$ cat config.mk
export PLATFORM = sky130hd
export DESIGN_NAME = elevator_request_issuer
export DESIGN_NICKNAME = d
export VERILOG_FILES = /design/src/rtl/elevator_pkg.sv /design/src/rtl/elevator_request_issuer_fifo.sv /design/src/rtl/elevator_request_issuer.sv
export SDC_FILE = /design/constraint.sdc
export NUM_CORES = 1
export LEC_CHECK = 0
export CAP_MARGIN = 10
export CORE_AREA = 2 2 81 83
export CTS_BUF_LIST = sky130_fd_sc_hd__clkbuf_4 sky130_fd_sc_hd__clkbuf_8
export CTS_CLUSTER_SIZE = 30
export DETAILED_ROUTE_END_ITERATION = 10
export DIE_AREA = 0 0 83 85
export PLACE_DENSITY = 0.69
export SLEW_MARGIN = 10
export SYNTH_ARGS = -nofsm -noshare
export SYNTH_HDL_FRONTEND = slang
export SYNTH_SLANG_ARGS = --single-unit
$ cat constraint.sdc
create_clock -name clk -period 6 [get_ports clk]
set_input_delay 1.2 -clock clk [delete_from_list [all_inputs] [get_ports clk]]
set_output_delay 1.2 -clock clk [all_outputs]
set_load 0.01 [all_outputs]
$ cat src/rtl/elevator_pkg.sv
// Shared constants and types for the elevator request issuer.
package elevator_pkg;

   localparam int FLOOR_W    = 3;
   localparam int NUM_FLOORS = 6;

   typedef struct packed {
      logic [FLOOR_W-1:0] src;
      logic [FLOOR_W-1:0] dest;
      logic               dir;
   } req_t;

   typedef enum logic [2:0] {IDLE, SETUP, STROBE, HOLD, GAP} state_t;

endpackage

$ cat src/rtl/elevator_request_issuer_fifo.sv
// Circular-buffer request FIFO. Every slot and its occupancy are exposed so the
// issuer can compare an incoming request against the whole queue in parallel.
module request_fifo
   import elevator_pkg::*;
#(
   parameter int DEPTH = 4
) (
   input  logic                   clk,
   input  logic                   rst_n,
   input  logic                   push_i,
   input  req_t                   din_i,
   input  logic                   pop_i,
   output req_t                   dout_o,
   output logic                   full_o,
   output logic                   empty_o,
   output logic [$clog2(DEPTH):0] count_o,
   output req_t [DEPTH-1:0]       ents_o,
   output logic [DEPTH-1:0]       occ_o
);

   localparam int AW = $clog2(DEPTH);

   logic [AW-1:0]    wr_q, rd_q, off;
   logic [AW:0]      cnt_q;
   req_t [DEPTH-1:0] mem_q;
   logic             do_push, do_pop;

   assign full_o  = (cnt_q == (AW+1)'(DEPTH));
   assign empty_o = (cnt_q == '0);
   assign do_push = push_i && !full_o;
   assign do_pop  = pop_i && !empty_o;
   assign dout_o  = mem_q[rd_q];
   assign count_o = cnt_q;
   assign ents_o  = mem_q;

   always_ff @(posedge clk or negedge rst_n) begin
      if (!rst_n) begin
         wr_q  <= '0;
         rd_q  <= '0;
         cnt_q <= '0;
      end else begin
         if (do_push) wr_q <= wr_q + AW'(1);
         if (do_pop)  rd_q <= rd_q + AW'(1);
         cnt_q <= cnt_q + (AW+1)'(do_push) - (AW+1)'(do_pop);
      end
   end

   // Storage needs no reset: occupancy is derived from the pointers alone.
   always_ff @(posedge clk) begin
      if (do_push) mem_q[wr_q] <= din_i;
   end

   always_comb begin
      off   = '0;
      occ_o = '0;
      for (int i = 0; i < DEPTH; i++) begin
         off      = AW'(i) - rd_q;
         occ_o[i] = ({1'b0, off} < cnt_q);
      end
   end

endmodule

$ cat src/rtl/elevator_request_issuer.sv
// Buffers rider requests and issues them one at a time to the elevator controller
// with setup/strobe/hold/gap timing. Optional macro DUP_FILTER_EN drops queued duplicates.
module elevator_request_issuer
   import elevator_pkg::*;
#(
   parameter int FLOOR_W      = elevator_pkg::FLOOR_W,
   parameter int NUM_FLOORS   = elevator_pkg::NUM_FLOORS,
   parameter int DEPTH        = 4,
   parameter int PULSE_CYCLES = 1,
   parameter int GAP_CYCLES   = 24
) (
   input  logic                   clk,
   input  logic                   rst_n,
   input  logic                   req_valid,
   input  logic [FLOOR_W-1:0]     req_src,
   input  logic [FLOOR_W-1:0]     req_dest,
   output logic                   req_ready,
   output logic                   req_err,
   input  logic                   ctrl_busy,
   output logic                   set_clk,
   output logic [FLOOR_W-1:0]     src_input,
   output logic [FLOOR_W-1:0]     dest_input,
   output logic                   direction_input,
   output logic [$clog2(DEPTH):0] fifo_count,
`ifdef DUP_FILTER_EN
   output logic                   dup_drop,
`endif
   output logic                   issuing
);

`ifdef DUP_FILTER_EN
   localparam bit DUP_EN = 1'b1;
`else
   localparam bit DUP_EN = 1'b0;
`endif

   logic             accept, bad_req, dup_hit, push, pop, full, empty;
   req_t             wr_ent, head, out_q, out_d;
   req_t [DEPTH-1:0] ents;
   logic [DEPTH-1:0] occ;
   state_t           state_q, state_d;
   logic [15:0]      cnt_q, cnt_d;
   logic             set_clk_q, req_err_q;

   assign req_ready = !full;
   assign accept    = req_valid && req_ready;
   assign bad_req   = (req_src == req_dest) || (32'(req_src) >= NUM_FLOORS)
                   || (32'(req_dest) >= NUM_FLOORS);
   assign push      = accept && !bad_req && !(DUP_EN && dup_hit);

   always_comb begin
      wr_ent.src  = req_src;
      wr_ent.dest = req_dest;
      wr_ent.dir  = (req_dest > req_src);
   end

   always_comb begin
      dup_hit = 1'b0;
      for (int i = 0; i < DEPTH; i++)
         if (occ[i] && ents[i].src == req_src && ents[i].dest == req_dest) dup_hit = 1'b1;
   end

   request_fifo #(.DEPTH(DEPTH)) u_fifo (
      .clk     (clk),
      .rst_n   (rst_n),
      .push_i  (push),
      .din_i   (wr_ent),
      .pop_i   (pop),
      .dout_o  (head),
      .full_o  (full),
      .empty_o (empty),
      .count_o (fifo_count),
      .ents_o  (ents),
      .occ_o   (occ)
   );

   // Busy is only honoured in IDLE; once popped, a request always runs to completion.
   always_comb begin
      state_d = state_q;
      cnt_d   = cnt_q;
      out_d   = out_q;
      pop     = 1'b0;
      case (state_q)
         IDLE: if (!empty && !ctrl_busy) begin
            pop     = 1'b1;
            out_d   = head;
            state_d = SETUP;
         end
         SETUP: begin
            state_d = STROBE;
            cnt_d   = 16'(PULSE_CYCLES - 1);
         end
         STROBE: if (cnt_q == '0) state_d = HOLD;
                 else cnt_d = cnt_q - 16'd1;
         HOLD: begin
            state_d = GAP;
            cnt_d   = 16'(GAP_CYCLES);
         end
         GAP: if (cnt_q == '0) state_d = IDLE;
              else cnt_d = cnt_q - 16'd1;
         default: state_d = IDLE;
      endcase
   end

   always_ff @(posedge clk or negedge rst_n) begin
      if (!rst_n) begin
         state_q   <= IDLE;
         cnt_q     <= '0;
         out_q     <= '0;
         set_clk_q <= 1'b0;
         req_err_q <= 1'b0;
      end else begin
         state_q   <= state_d;
         cnt_q     <= cnt_d;
         out_q     <= out_d;
         set_clk_q <= (state_d == STROBE);
         req_err_q <= accept && bad_req;
      end
   end

`ifdef DUP_FILTER_EN
   logic dup_drop_q;
   always_ff @(posedge clk or negedge rst_n) begin
      if (!rst_n) dup_drop_q <= 1'b0;
      else        dup_drop_q <= accept && !bad_req && dup_hit;
   end
   assign dup_drop = dup_drop_q;
`endif

   assign set_clk         = set_clk_q;
   assign req_err         = req_err_q;
   assign src_input       = out_q.src;
   assign dest_input      = out_q.dest;
   assign direction_input = out_q.dir;
   assign issuing         = (state_q == SETUP) || (state_q == STROBE) || (state_q == HOLD);

endmodule

# --- Word-level counts from Yosys, hierarchy flattened ---
# Index checks and enable logic that the tools add are counted.
word_totals:
  in_bits: 10
  output_inout_bits: 14
  register_bits: 63
classes:
  order_cmp: 6
  eq_ne: 8
  n_addsub: 5
  n_reduce_logical: 22
  mux: 13
op_table:
  columns: ["op", "n"]
  rows:
  - ["$pmux W16 S3", 1]
  - ["$bwmux W28", 1]
  - ["$logic_not A16 Y1", 1]
  - ["$mux W16", 1]
  - ["$sub A16 B1 Y16 const B", 1]
  - ["$pmux W3 S5", 1]
  - ["$bmux W7 S2", 1]
  - ["$demux W7 S2", 1]
  - ["$mux W7", 2]
  - ["$eq A3 B2 Y1 const B", 3]
  - ["$mux W3", 3]
  - ["$logic_and A1 B1 Y1", 7]
  - ["$eq A3 B3 Y1 const B", 2]
  - ["$ge A3 B3 Y1 const B", 2]
  - ["$logic_not A3 Y1", 2]
  - ["$lt A2 B3 Y1 const B", 2]
  - ["$add A2 B1 Y2 const B", 2]
  - ["$logic_not A1 Y1", 4]
  - ["$logic_or A1 B1 Y1", 4]
  - ["$reduce_and A2 Y1", 2]
  - ["$add A3 B1 Y3", 1]
  - ["$eq A3 B1 Y1 const B", 1]
  - ["$eq A3 B3 Y1", 1]
  - ["$gt A3 B3 Y1", 1]
  - ["other kinds (6)", 7]

# --- Logic depth before layout (Yosys ltp) ---
# Gate-level depths: netlist of the first run.
logic_depth:
  ltp_word: 8
  depth_mapped: 11

# --- Modules after synthesis ---
# Synthesis of the first run repeated with hierarchy kept, for this count alone.
hier_totals:
  hier_cells: 252
  hier_area_um2: 3118.0
modules_own_cells:
  columns: ["mod", "instances", "area_per_inst_um2", "cells_per_inst", "seq_area_each_um2"]
  rows:
  - ["elevator_request_issuer", 1, 1562.7, 161, 700.7]
  - ["request_fifo", 1, 1555.2, 91, 1016.0]

# --- Worst setup path after synthesis of the first run ---
# Ideal clock, no wire load.
synth_path:
  kind: "input to register"
  from: "input req_src[2]"
  to: "register u_fifo.cnt_q[2], in the netlist u_fifo.count_o[2]"
  t_required_ps: 5874
  path_stages: 11
  n_path_buf: 1
  path_slack_ps: 2734
  t_arrival_ps: 3140
  path_cell_list: "inv_1 -> ha_1 -> and3_1 -> a221oi_1 -> and3_1 -> clkbuf_1 -> ha_1 -> inv_1 -> fa_1 -> xnor2_1 -> xnor2_1"
synth_between:
  elab_chain_len: 8
  word_cells_on_any_way: 9
synth_rtl:
  columns: ["item", "line", "rtl"]
  rows:
  - ["start: declaration", "elevator_request_issuer.sv:15", "input logic [FLOOR_W-1:0] req_src,"]
  - ["$ge A3 B3 Y1 / $eq A3 B3 Y1 (equally long branches)", "elevator_request_issuer.sv:47", "assign bad_req = (req_src == req_dest) || (32'(req_src) >= NUM_FLOORS)"]
  - ["$logic_or A1 B1 Y1 *", "elevator_request_issuer.sv:47", null]
  - ["$logic_or A1 B1 Y1 *", "elevator_request_issuer.sv:48", "|| (32'(req_dest) >= NUM_FLOORS);"]
  - ["$logic_not A1 Y1 *", "elevator_request_issuer.sv:49", "assign push = accept && !bad_req && !(DUP_EN && dup_hit);"]
  - ["$logic_and A1 B1 Y1 *", "elevator_request_issuer.sv:49", null]
  - ["$logic_and A1 B1 Y1 *", "elevator_request_issuer_fifo.sv:30", "assign do_push = push_i && !full_o;"]
  - ["named net u_fifo.do_push", "elevator_request_issuer_fifo.sv:26", "logic do_push, do_pop;"]
  - ["$add A3 B1 Y3 *", "elevator_request_issuer_fifo.sv:44", "cnt_q <= cnt_q + (AW+1)'(do_push) - (AW+1)'(do_pop);"]
  - ["$sub A3 B1 Y3 *", "elevator_request_issuer_fifo.sv:44", null]
  - ["end signal: assignment", "elevator_request_issuer_fifo.sv:44", null]
  - ["end: declaration", "elevator_request_issuer_fifo.sv:24", "logic [AW:0] cnt_q;"]
# Mark *: on every way through the listed nets, which the timed path passes. The rest lies on a longest branch.
# A chain may end at the register's enable or synchronous reset.

# --- Worst setup path after layout of the first run ---
layout_path:
  from: "input req_src[2]"
  to: "register u_fifo.cnt_q[2], in the netlist u_fifo.count_o[2]"
layout_between:
  elab_chain_len: 8
  word_cells_on_any_way: 9
layout_rtl:
  columns: ["item", "line"]
  rows:
  - ["$ge A3 B3 Y1 / $eq A3 B3 Y1 (equally long branches)", "elevator_request_issuer.sv:47"]
  - ["$logic_or A1 B1 Y1 *", "elevator_request_issuer.sv:47"]
  - ["$logic_or A1 B1 Y1 *", "elevator_request_issuer.sv:48"]
  - ["$logic_not A1 Y1 *", "elevator_request_issuer.sv:49"]
  - ["$logic_and A1 B1 Y1 *", "elevator_request_issuer.sv:49"]
  - ["$logic_and A1 B1 Y1 *", "elevator_request_issuer_fifo.sv:30"]
  - ["$add A3 B1 Y3 *", "elevator_request_issuer_fifo.sv:44"]
  - ["$sub A3 B1 Y3 *", "elevator_request_issuer_fifo.sv:44"]
# Mark *: on every way between the ends. The rest lies on a longest branch, timed or not.

==> summary.md, run 1 <==
| Metric | Value |
|---|---|
| # rows | 29 |
| Critical path peak fanout | 7 |
| Status | completed |
| Seq/Total Area, Yosys | 0.567 |
| CTS Buffer Depth | 2 |
| Setup bufs post-CTS | 0 |
| Num Clock Sinks | between 60 and 70 |
| # setup viols final | 0 |
| I/O Buffers | 23 |
| Remaining Overflow, GRT | 0 |
| Vias in the first global route | 1895 |
| Top-area cell type share of the netlist area | 0.289 |
| Asr flop ratio synth | 0.556 |
| FF-to-FF setup slack | between 3 and 4 ns |
| Clock Root Buffer | clkbuf_8 |
| Final ANT Viol Nets | 0 |
| Placed cell area | about 0.0033 sq mm |
| Final worst-path cycle share | 0.601 |
| Post-synth EDFFs | 28 |
| Maximum clock rate | 0.277 GHz |
| Resized Gates After CTS | 0 |
| Critical Path End Type | register |
| HPWL Detailed | ~3.9 mm |
| Total Power | between 1.5 and 2 mW |
| Max cap viols | 0 |
| Main flop type after synthesis | dfrtp_1 |
| Clk Latency, worst-skew pair | roughly 0.35 ns |
| Fin. max-slew vios | 0 |
| Die X | 83 um |
| Seq. cell area | approximately 0.0017 sq mm |
| Mean Syn Cell Area | approximately 13 sq um |
| Worst Tran Pin Value | between 0.9 and 1 ns |
| Htree depth | 3 |
| Full die area | between 0.007 and 0.008 sq mm |
| Fin area | ~0.0035 sq mm |
| Number of antenna violations at the first check in global routing | 0 |
| Largest stage delay, worst path | ~0.57 ns |
| Synth warnings | 0 |
| Initial DRC count | between 150 and 200 |
| GRT Total Usage | 0.175 |
| Placed cell count | between 300 and 400 |
| Setup TNS | 0 ns |
| CTS tree | done |
| Synth area leaders | dfrtp_1 29%, edfxtp_1 28%, mux4_2 5.2%, ha_1 4.1%, mux2_2 3.0% |
| Crit path cell chain | clkdlybuf4s50_1 -> inv_1 -> ha_1 -> and3_1 -> a221oi_1 -> and3_1 -> ha_1 -> inv_1 -> fa_1 -> xnor2_1 -> xnor2_1 |
| Worst clock skew | 0.0104 ns |
| Largest net degree at the start of global routing | 36 |
| Max_slew headroom | 0.348 |
| CP startpoint kind | primary input |
| RSZ-0062 raised after global routing | false |
| Synthesized area | 0.00303 sq mm |
| Min-Delay Path Class | register to register |
| Mapped Cells | 241 |
| Min cycle time layout | between 3 and 4 ns |
| Peak VDD IR | about 290 uV |
| DR vias | a little under 2k |
| Synth unique cells | just over 50 |
| Synth cell count leaders | 35 x dfrtp_1, 28 x edfxtp_1, 14 x inv_1, 11 x or4_1 |
| Cell Pwr Density | 507 mW/mm^2 |
| Worst Path Required | 6.23 ns |
| Worst Path Arrival | ~3.8 ns |
| TritonCTS buffer count | 9 |
| Fin. Hold Viols | 0 |
| Placer Congestion | ~0.8 |
| Worst hold margin | between 0.5 and 0.6 ns |
| Cell taking the most area after synthesis | dfrtp_1 |
| Path type of the worst setup path | primary input to register |
| Post-CTS Hold Buffers | 0 |
| Top-count cell post-synth | dfrtp_1 |
| Post-place setup slack | about 2 ns |
| DR WL/cell | 16.3 um |
| Area growth from synthesis to layout | 15.8% |
| # DRC | 0 |
| Vias/cell | approximately 5.7 |
| Yosys reg bits | 63 |
| Io pins | 24 |
| Multi-input logic area | about 0.0012 sq mm |
| Fill count | between 500 and 600 |
| Die Y-Extent | 85 um |
| Worst path slowest cell | clkdlybuf4s50_1 |
| First-pass GRT wire length | 9.59 mm |
| Final worst setup slack | about 2.4 ns |
| Initial core utilization | 0.488 |
| Antenna diodes | 0 |
| Core Util, Final | 0.565 |
| Core area | ~0.0062 sq mm |
| Detailed Route WL | 5.67 mm |
| Nets@finish | 287 |
| Synthesized Nets | between 200 and 300 |
| Share of cells above drive strength 1 | 0.155 |
| Leakage power | roughly 1.4 nW |
| Clock transition at path regs | ~0.080 ns |
| Non-filler cells, final | approximately 350 |
| DRT Pass-1 Iters | 4 |
==> worst max-delay path, delay by kind of cell <==
kind,cells,cell delay (ns)
AOI/OAI and AO/OA,1,0.30
xor gates and xnor gates,2,0.28
adders and majority gates,3,0.85
buffers and inverters,3,0.68
and+or+nand+nor,2,0.54
==> flip-flops by register name, indices dropped and copies added (netlist names) <==
register,count
cnt_q,16
dest_input,3
direction_input,1
req_err,1
set_clk,1
src_input,3
state_q,3
u_fifo.count_o,3
u_fifo.ents_o,28
u_fifo.rd_q,2
u_fifo.wr_q,2
==> path summary, 6_finish.rpt <==
kind	cells past startpoint	startpoint	endpoint
hold / removal	1	src_input[0]	src_input[0]
min in group asynchronous	1	rst_n	cnt_q[11]
setup / recovery	11	req_src[2]	u_fifo.count_o[2]
setup reg to reg	10	state_q[2]	u_fifo.count_o[2]
hold reg to reg	1	src_input[0]	src_input[0]
max in group asynchronous	1	rst_n	req_err
==> report_power, final <==
group          leakage, nW  internal [mW]  switching (mW)
Clock               0.0927          0.158           0.188
Sequential           0.694          0.580           0.150
Combinational        0.590          0.363           0.341
==> layout by cell type (no fill, tap or decap), types with 6 or more instances in the layout <==
cell type / Yosys / final
a21oi_1: 9 / 9
and3_1: 6 / 6
clkbuf_8: 0 / 9
clkdlybuf4s50_1: 0 / 22
dfrtp_1: 35 / 35
edfxtp_1: 28 / 28
ha_1: 10 / 10
inv_1: 14 / 14
mux2_2: 8 / 8
mux4_2: 7 / 7
nand2_1: 10 / 10
nor2_1: 10 / 10
nor4_1: 7 / 6
o21ai_0: 8 / 8
or4_1: 11 / 11
==> metal layers <==
layer | track usage | up-vias | wire, um | part of all wire
met5 | 0 | - | 0 | 0
met4 | 0.0730 | 0 | 73 | 0.013
met3 | 0.0467 | 9 | 247 | 0.044
met2 | 0.263 | 56 | 2770 | 0.49
met1 | 0.244 | 960 | 2580 | 0.46
li1 | - | 965 | - | -
==> cells by family after synthesis <==
group / after synthesis / synth area share
adder cells (fa/ha/maj): 11 / 0.0479
buffers and inverters: 25 / 0.0326
XOR/XNOR: 6 / 0.0174
AND/OR/NAND/NOR: 79 / 0.153
flip-flops: 63 / 0.567
multiplexers: 18 / 0.0917
AO/OA/AOI/OAI: 39 / 0.0901
==> layout make-up <==
cell class	instances	area share
clock buffers	9	0.0353
clock inverters	7	0.0178
inverters	15	0.0161
multi-input cells	153	0.347
flip-flops and latches	63	0.489
well taps	77	0.0275
repair buffers	24	0.0664
No activity file was read; power rests on OpenSTA's default activity.
==> inputs of run 2 (changes only) <==
Clock period 6 ns to 3.45 ns, I/O delays scaled along.
==> summary.md, run 2 (synthesis gave the netlist of run 1 again) <==
| Metric | Value |
|---|---|
| Worst clock skew | 0.0126 ns (+0.00223 ns) |
| Worst Tran Pin Value | 0.871 ns (-0.0983 ns) |
| Nets@finish | 294 (+2.4%) |
| Most common cell after layout, fill and taps aside | dfrtp_1 |
| Antenna diodes | 0 (unchanged) |
| Area growth from synthesis to layout | 17.8% |
| Clock Root Buffer | clkbuf_8 |
| Pint | 2.00 mW (+82%) |
| Vias in the first global route | 2086 (+10%) |
| Remaining Overflow, GRT | 0 (unchanged) |
| Htree depth | 3 (unchanged) |
| Die X | 83 um (unchanged) |
| Final worst-path cycle share | 0.836 |
| Placer Congestion | 0.814 (+1.9%) |
| Worst Path Required | 3.68 ns (-2.55 ns) |
| Die Y-Extent | 85 um (unchanged) |
| First-pass GRT wire length | 10.1 mm (+5.4%) |
| Setup bufs post-CTS | 0 (unchanged) |
| Core Util, Final | 0.575 (+0.00968) |
| Vias/cell | 5.72 (about the same) |
| Number of antenna violations at the first check in global routing | 0 (unchanged) |
| Clk pwr share | 0.198 (+0.004) |
| Max cap viols | 0 (unchanged) |
| Path type of the worst setup path | primary input to register |
| Cell Pwr Density | 884 mW/mm^2 (+74%) |
| Placed cell count | 339 (+2.1%) |
| Post-CTS Hold Buffers | 0 (unchanged) |
| RSZ-0062 raised after global routing | false |
| HPWL Detailed | 3.98 mm (+3.1%) |
| DRT Pass-1 Iters | 4 (unchanged) |
| Max reg flops | 28 (unchanged) |
| Critical Path End Type | register |
| I/O Buffers | 23 (unchanged) |
| Critical path peak fanout | 2 (-5) |
| Max_slew headroom | 0.413 (+0.0651) |
| Io pins | 24 (unchanged) |
| Reg power frac | 0.396 (-0.014) |
| CP startpoint kind | primary input |
| Post-place setup slack | 0.153 ns (-1.85 ns) |
| Status | completed |
| Final ANT Viol Nets | 0 (unchanged) |
| TritonCTS buffer count | 9 (unchanged) |
| Non-filler cells, final | 355 (+2.0%) |
| CTS Buffer Depth | 2 (unchanged) |
| Maximum clock rate | roughly 0.35 GHz |
| Psw | 1.16 mW (+70%) |
| GRT Total Usage | 0.188 (+0.0124) |
| Min cycle time layout | ~2.9 ns |
| Core area | 0.00620 sq mm (unchanged) |
| # setup viols final | 0 (unchanged) |
| Detailed Route WL | 5.88 mm (+3.7%) |
| Worst Path Arrival | 3.12 ns (-0.72 ns) |
| Commonest cells after routing, fill and taps aside | 35 x dfrtp_1, 28 x edfxtp_1, 22 x clkdlybuf4s50_1, 14 x inv_1, 11 x or4_1 |
| Peak VDD IR | 560 uV (+95%) |
| CTS tree | done |
| Combinational power share | 0.406 (+0.010) |
| Largest net degree at the start of global routing | 36 (unchanged) |
| Setup TNS | 0 ns (unchanged) |
| Switch share | 0.367 (-0.0148) |
| Final worst setup slack | 0.564 ns (-1.83 ns) |
| # DRC | 0 (unchanged) |
| Num Clock Sinks | 63 (unchanged) |
| Share of cells above drive strength 1 | 0.173 (+0.0177) |
| Fin. Hold Viols | 0 (unchanged) |
| Leakage power | 1.41 nW (+2.6%) |
| Clock transition at path regs | 0.07 ns (about the same) |
| # rows | 29 (unchanged) |
| Fin. max-slew vios | 0 (unchanged) |
| Initial core utilization | 0.488 (unchanged) |
| DR vias | 2031 (+2.1%) |
| Resized Gates After CTS | 0 (unchanged) |
| Clk Latency, worst-skew pair | 0.34 ns (about the same) |
| Min-Delay Path Class | primary input to asynchronous set/reset pin |
| Initial DRC count | 137 (-11%) |
| Full die area | 0.00706 sq mm (unchanged) |
| DR WL/cell | 16.5 um (+1.6%) |
run 2: changes by cell type in the layout (fill, tap and decap cells not counted):
cell	change
clkinv_2	+1
bufinv_16	+1
clkinv_4	-1
buf_4	+7
clkinv_1	+1
inv_8	-1
clkbuf_4	+1
clkinvlp_4	+1
inv_6	-3
run 2: layer usage:
layer | share of wire | global-route usage
met1 | 0.46 | 0.252
met2 | 0.48 | 0.286
met3 | 0.045 | 0.0554
met4 | 0.017 | 0.0849
met5 | 0 | 0
run 2: stage by stage:
stage	hold WS [ns]	total power, mW	instance area [sq um]
final	0.446	3.15	3570
after CTS	0.465	3.19	3570
after global placement	0.493	2.51	3370
after global routing	0.520	3.40	3570
after detailed placement	0.508	2.55	3370
after floorplan	0.394	2.11	3030
run 2: cell type report:
class | instances | area, sq um
multi-input cells | 153 | 1220
well taps | 77 | 96.3
repair buffers | 31 | 285
flip-flops and latches | 63 | 1720
clock inverters | 6 | 62.6
inverters | 15 | 56.3
clock buffers | 10 | 131
fillers | 512 | 2640
run 2: path summary, 6_finish.rpt:
path / from / endpoint / slack (ns) / cells after the start
min in group clk: u_fifo.count_o[2] / u_fifo.count_o[2] / 0.52 / 1
setup / recovery: req_src[2] / u_fifo.count_o[2] / 0.56 / 11
hold / removal: rst_n / dest_input[1] / 0.45 / 1
setup reg to reg: cnt_q[0] / cnt_q[6] / 0.99 / 6
hold reg to reg: u_fifo.count_o[2] / u_fifo.count_o[2] / 0.52 / 1
max in group asynchronous: rst_n / src_input[1] / 2.48 / 1
run 2: critical path, stage by stage:
cell and delay (ns):
clkdlybuf4s50_1 0.49, inv_1 0.05, ha_1 0.29, and3_1 0.19
a221oi_1 0.32, and3_1 0.24, ha_1 0.15, inv_1 0.04
fa_1 0.37, xnor2_1 0.15, xnor2_1 0.13
run 2: power by group through the flow:
| stage | clock [mW] | combinational [mW] | sequential (mW) |
|---|---|---|---|
| global placement | 0 | 1.26 | 1.25 |
| finish | 0.624 | 1.28 | 1.25 |
| detailed placement | 0 | 1.28 | 1.26 |
| CTS | 0.641 | 1.29 | 1.25 |
| floorplan | 0 | 0.914 | 1.19 |
| global route | 0.673 | 1.44 | 1.29 |
==> inputs of run 3 (changes only) <==
Clock period 3.45 ns to 2.7 ns, I/O delays scaled along.
==> summary.md, run 3 (synthesis gave the netlist of run 1 again) <==
| Metric | Value |
|---|---|
| Status | completed |
| CP Launch Point | req_src[2] |
| Most common cell after layout, fill and taps aside | dfrtp_1 |
| Worst Tran Pin Value | 0.835 ns (-0.0361 ns) |
| Die Y-Extent | 85 um (unchanged) |
| GRT Total Usage | 0.185 (-0.00273) |
| DR vias | 2116 (+4.2%) |
| Commonest cells after routing, fill and taps aside | 35 x dfrtp_1, 28 x edfxtp_1, 24 x buf_4, 22 x clkdlybuf4s50_1, 14 x inv_1 |
| Final worst setup slack | 0.101 ns (-0.464 ns) |
| Number of antenna violations at the first check in global routing | 0 (unchanged) |
| # setup viols final | 0 (unchanged) |
| Antenna diodes | 0 (unchanged) |
| Clock transition at path regs | 0.07 ns (about the same) |
| Die X | 83 um (unchanged) |
| CTS Buffer Depth | 2 (unchanged) |
| Post-CTS Hold Buffers | 0 (unchanged) |
| # rows | 29 (unchanged) |
| Worst clock skew | 0.00610 ns (-0.00651 ns) |
| Min cycle time layout | roughly 2.6 ns |
| Critical Path End Type | register |
| DR WL/cell | 16.5 um (-0.49%) |
| Worst Path Arrival | 2.82 ns (-0.30 ns) |
| Fin. Hold Viols | 0 (unchanged) |
| Critical path peak fanout | 2 (unchanged) |
| Total Power | 4.26 mW (+35%) |
| Path type of the worst setup path | primary input to register |
| Remaining Overflow, GRT | 0 (unchanged) |
| HPWL Detailed | 4.18 mm (+5.2%) |
| Fin. max-slew vios | 0 (unchanged) |
| Share of cells above drive strength 1 | 0.231 (+0.0586) |
| Worst Path Required | 2.92 ns (-0.76 ns) |
| Area growth from synthesis to layout | 23.4% |
| Max cap viols | 0 (unchanged) |
| First-pass GRT wire length | 10.2 mm (+0.47%) |
| Placer Congestion | 0.838 (+2.9%) |
| Detailed Route WL | 6.11 mm (+4.0%) |
| Post-place setup slack | -0.491 ns (-0.644 ns) |
| Largest net degree at the start of global routing | 36 (unchanged) |
| Core area | 0.00620 sq mm (unchanged) |
| Worst r2r src | cnt_q[0] |
| Full die area | 0.00706 sq mm (unchanged) |
| Leakage power | 1.51 nW (+7.0%) |
| TritonCTS buffer count | 9 (unchanged) |
| CTS tree | done |
| Vias/cell | 5.70 (-0.31%) |
| Clock Root Buffer | clkbuf_8 |
| Cell Pwr Density | 1140 mW/mm^2 (+29%) |
| Maximum clock rate | 0.385 GHz |
| Final worst-path cycle share | 0.963 |
| Htree depth | 3 (unchanged) |
| R2r worst-path depth | 6 (unchanged) |
| Max_slew headroom | 0.443 (+0.0304) |
| # DRC | 0 (unchanged) |
| DRT Pass-1 Iters | 4 (unchanged) |
| Vias in the first global route | 2096 (+0.48%) |
| Reg-to-reg endpoint | cnt_q[6] |
| Min-Delay Path Class | primary input to asynchronous set/reset pin |
| Io pins | 24 (unchanged) |
| Peak VDD IR | 741 uV (+32%) |
| Final ANT Viol Nets | 0 (unchanged) |
| CP startpoint kind | primary input |
| Initial core utilization | 0.488 (unchanged) |
| FF-to-FF setup slack | 0.25 ns (-0.74 ns) |
| Initial DRC count | 92 (-33%) |
| Nets@finish | 310 (+5.4%) |
| I/O Buffers | 23 (unchanged) |
| Num Clock Sinks | 63 (unchanged) |
| Clk Latency, worst-skew pair | 0.34 ns (about the same) |
| Max reg flops | 28 (unchanged) |
run 3: changes by cell type in the layout (fill, tap and decap cells not counted), sizes merged:
cell / change
clkinv: -1
bufinv: +1
buf: +16
run 3: repair_timing:
item / 4_1_cts / 5_1_grt
buffers inserted: 0 / 1
pin swaps: 0 / 1
setup endpoints to repair: 1 / 1
gates resized for setup: 1 / 3
run 3: report_power, final:
part,leakage [nW],switching (mW),internal (mW),total (mW)
sequential,0.694,0.287,1.29,1.58
clock,0.106,0.370,0.540,0.910
combinational,0.712,0.858,0.912,1.77
total,1.51,1.52,2.74,4.26
run 3: layer usage:
layer  GRT usage  part of all wire  up-vias
met3      0.0477             0.037       10
li1            -                 -     1015
met5           0                 0        -
met1       0.250              0.46     1039
met2       0.286              0.48       52
met4      0.0805             0.016        0
run 3: worst max-delay path by stage:
stage | slack [ns] | end
floorplan | 0.05 | u_fifo.count_o[2]
global placement | -0.36 | u_fifo.count_o[2]
detailed placement | -0.49 | u_fifo.count_o[2]
CTS | 0.0002 | u_fifo.count_o[2]
global route | -0.007 | u_fifo.count_o[2]
finish | 0.10 | u_fifo.count_o[2]
run 3: worst max-delay path, cell delays in order:
cell and delay [ns]:
clkdlybuf4s50_1 0.47, inv_1 0.05, ha_1 0.31, and3_4 0.20
a221oi_2 0.21, and3_1 0.22, ha_1 0.14, inv_1 0.05
fa_2 0.34, xnor2_2 0.15, xnor2_1 0.13
run 3: area by class of cell:
cell class,count,area [sq um]
Fill cell,487,2470
Sequential cell,63,1720
Multi-Input combinational cell,153,1240
Timing Repair Buffer,47,405
Clock buffer,10,138
Tap cell,77,96.3
Clock inverter,6,83.8
Inverter,15,56.3
run 3: per-stage QoR:
stage | hold slack, ns | instance area, sq um | cells | setup TNS, ns | util
5_1_grt | 0.361 | 3740 | 371 | -0.00706 | 0.602
2_1_floorplan | 0.244 | 3030 | 241 | 0 | -
4_1_cts | 0.327 | 3710 | 370 | 0 | 0.599
3_5_place_dp | 0.502 | 3490 | 354 | -6.85 | 0.562
6_report | 0.304 | 3740 | 371 | 0 | 0.602
3_3_place_gp | 0.496 | 3490 | 354 | -4.54 | 0.562
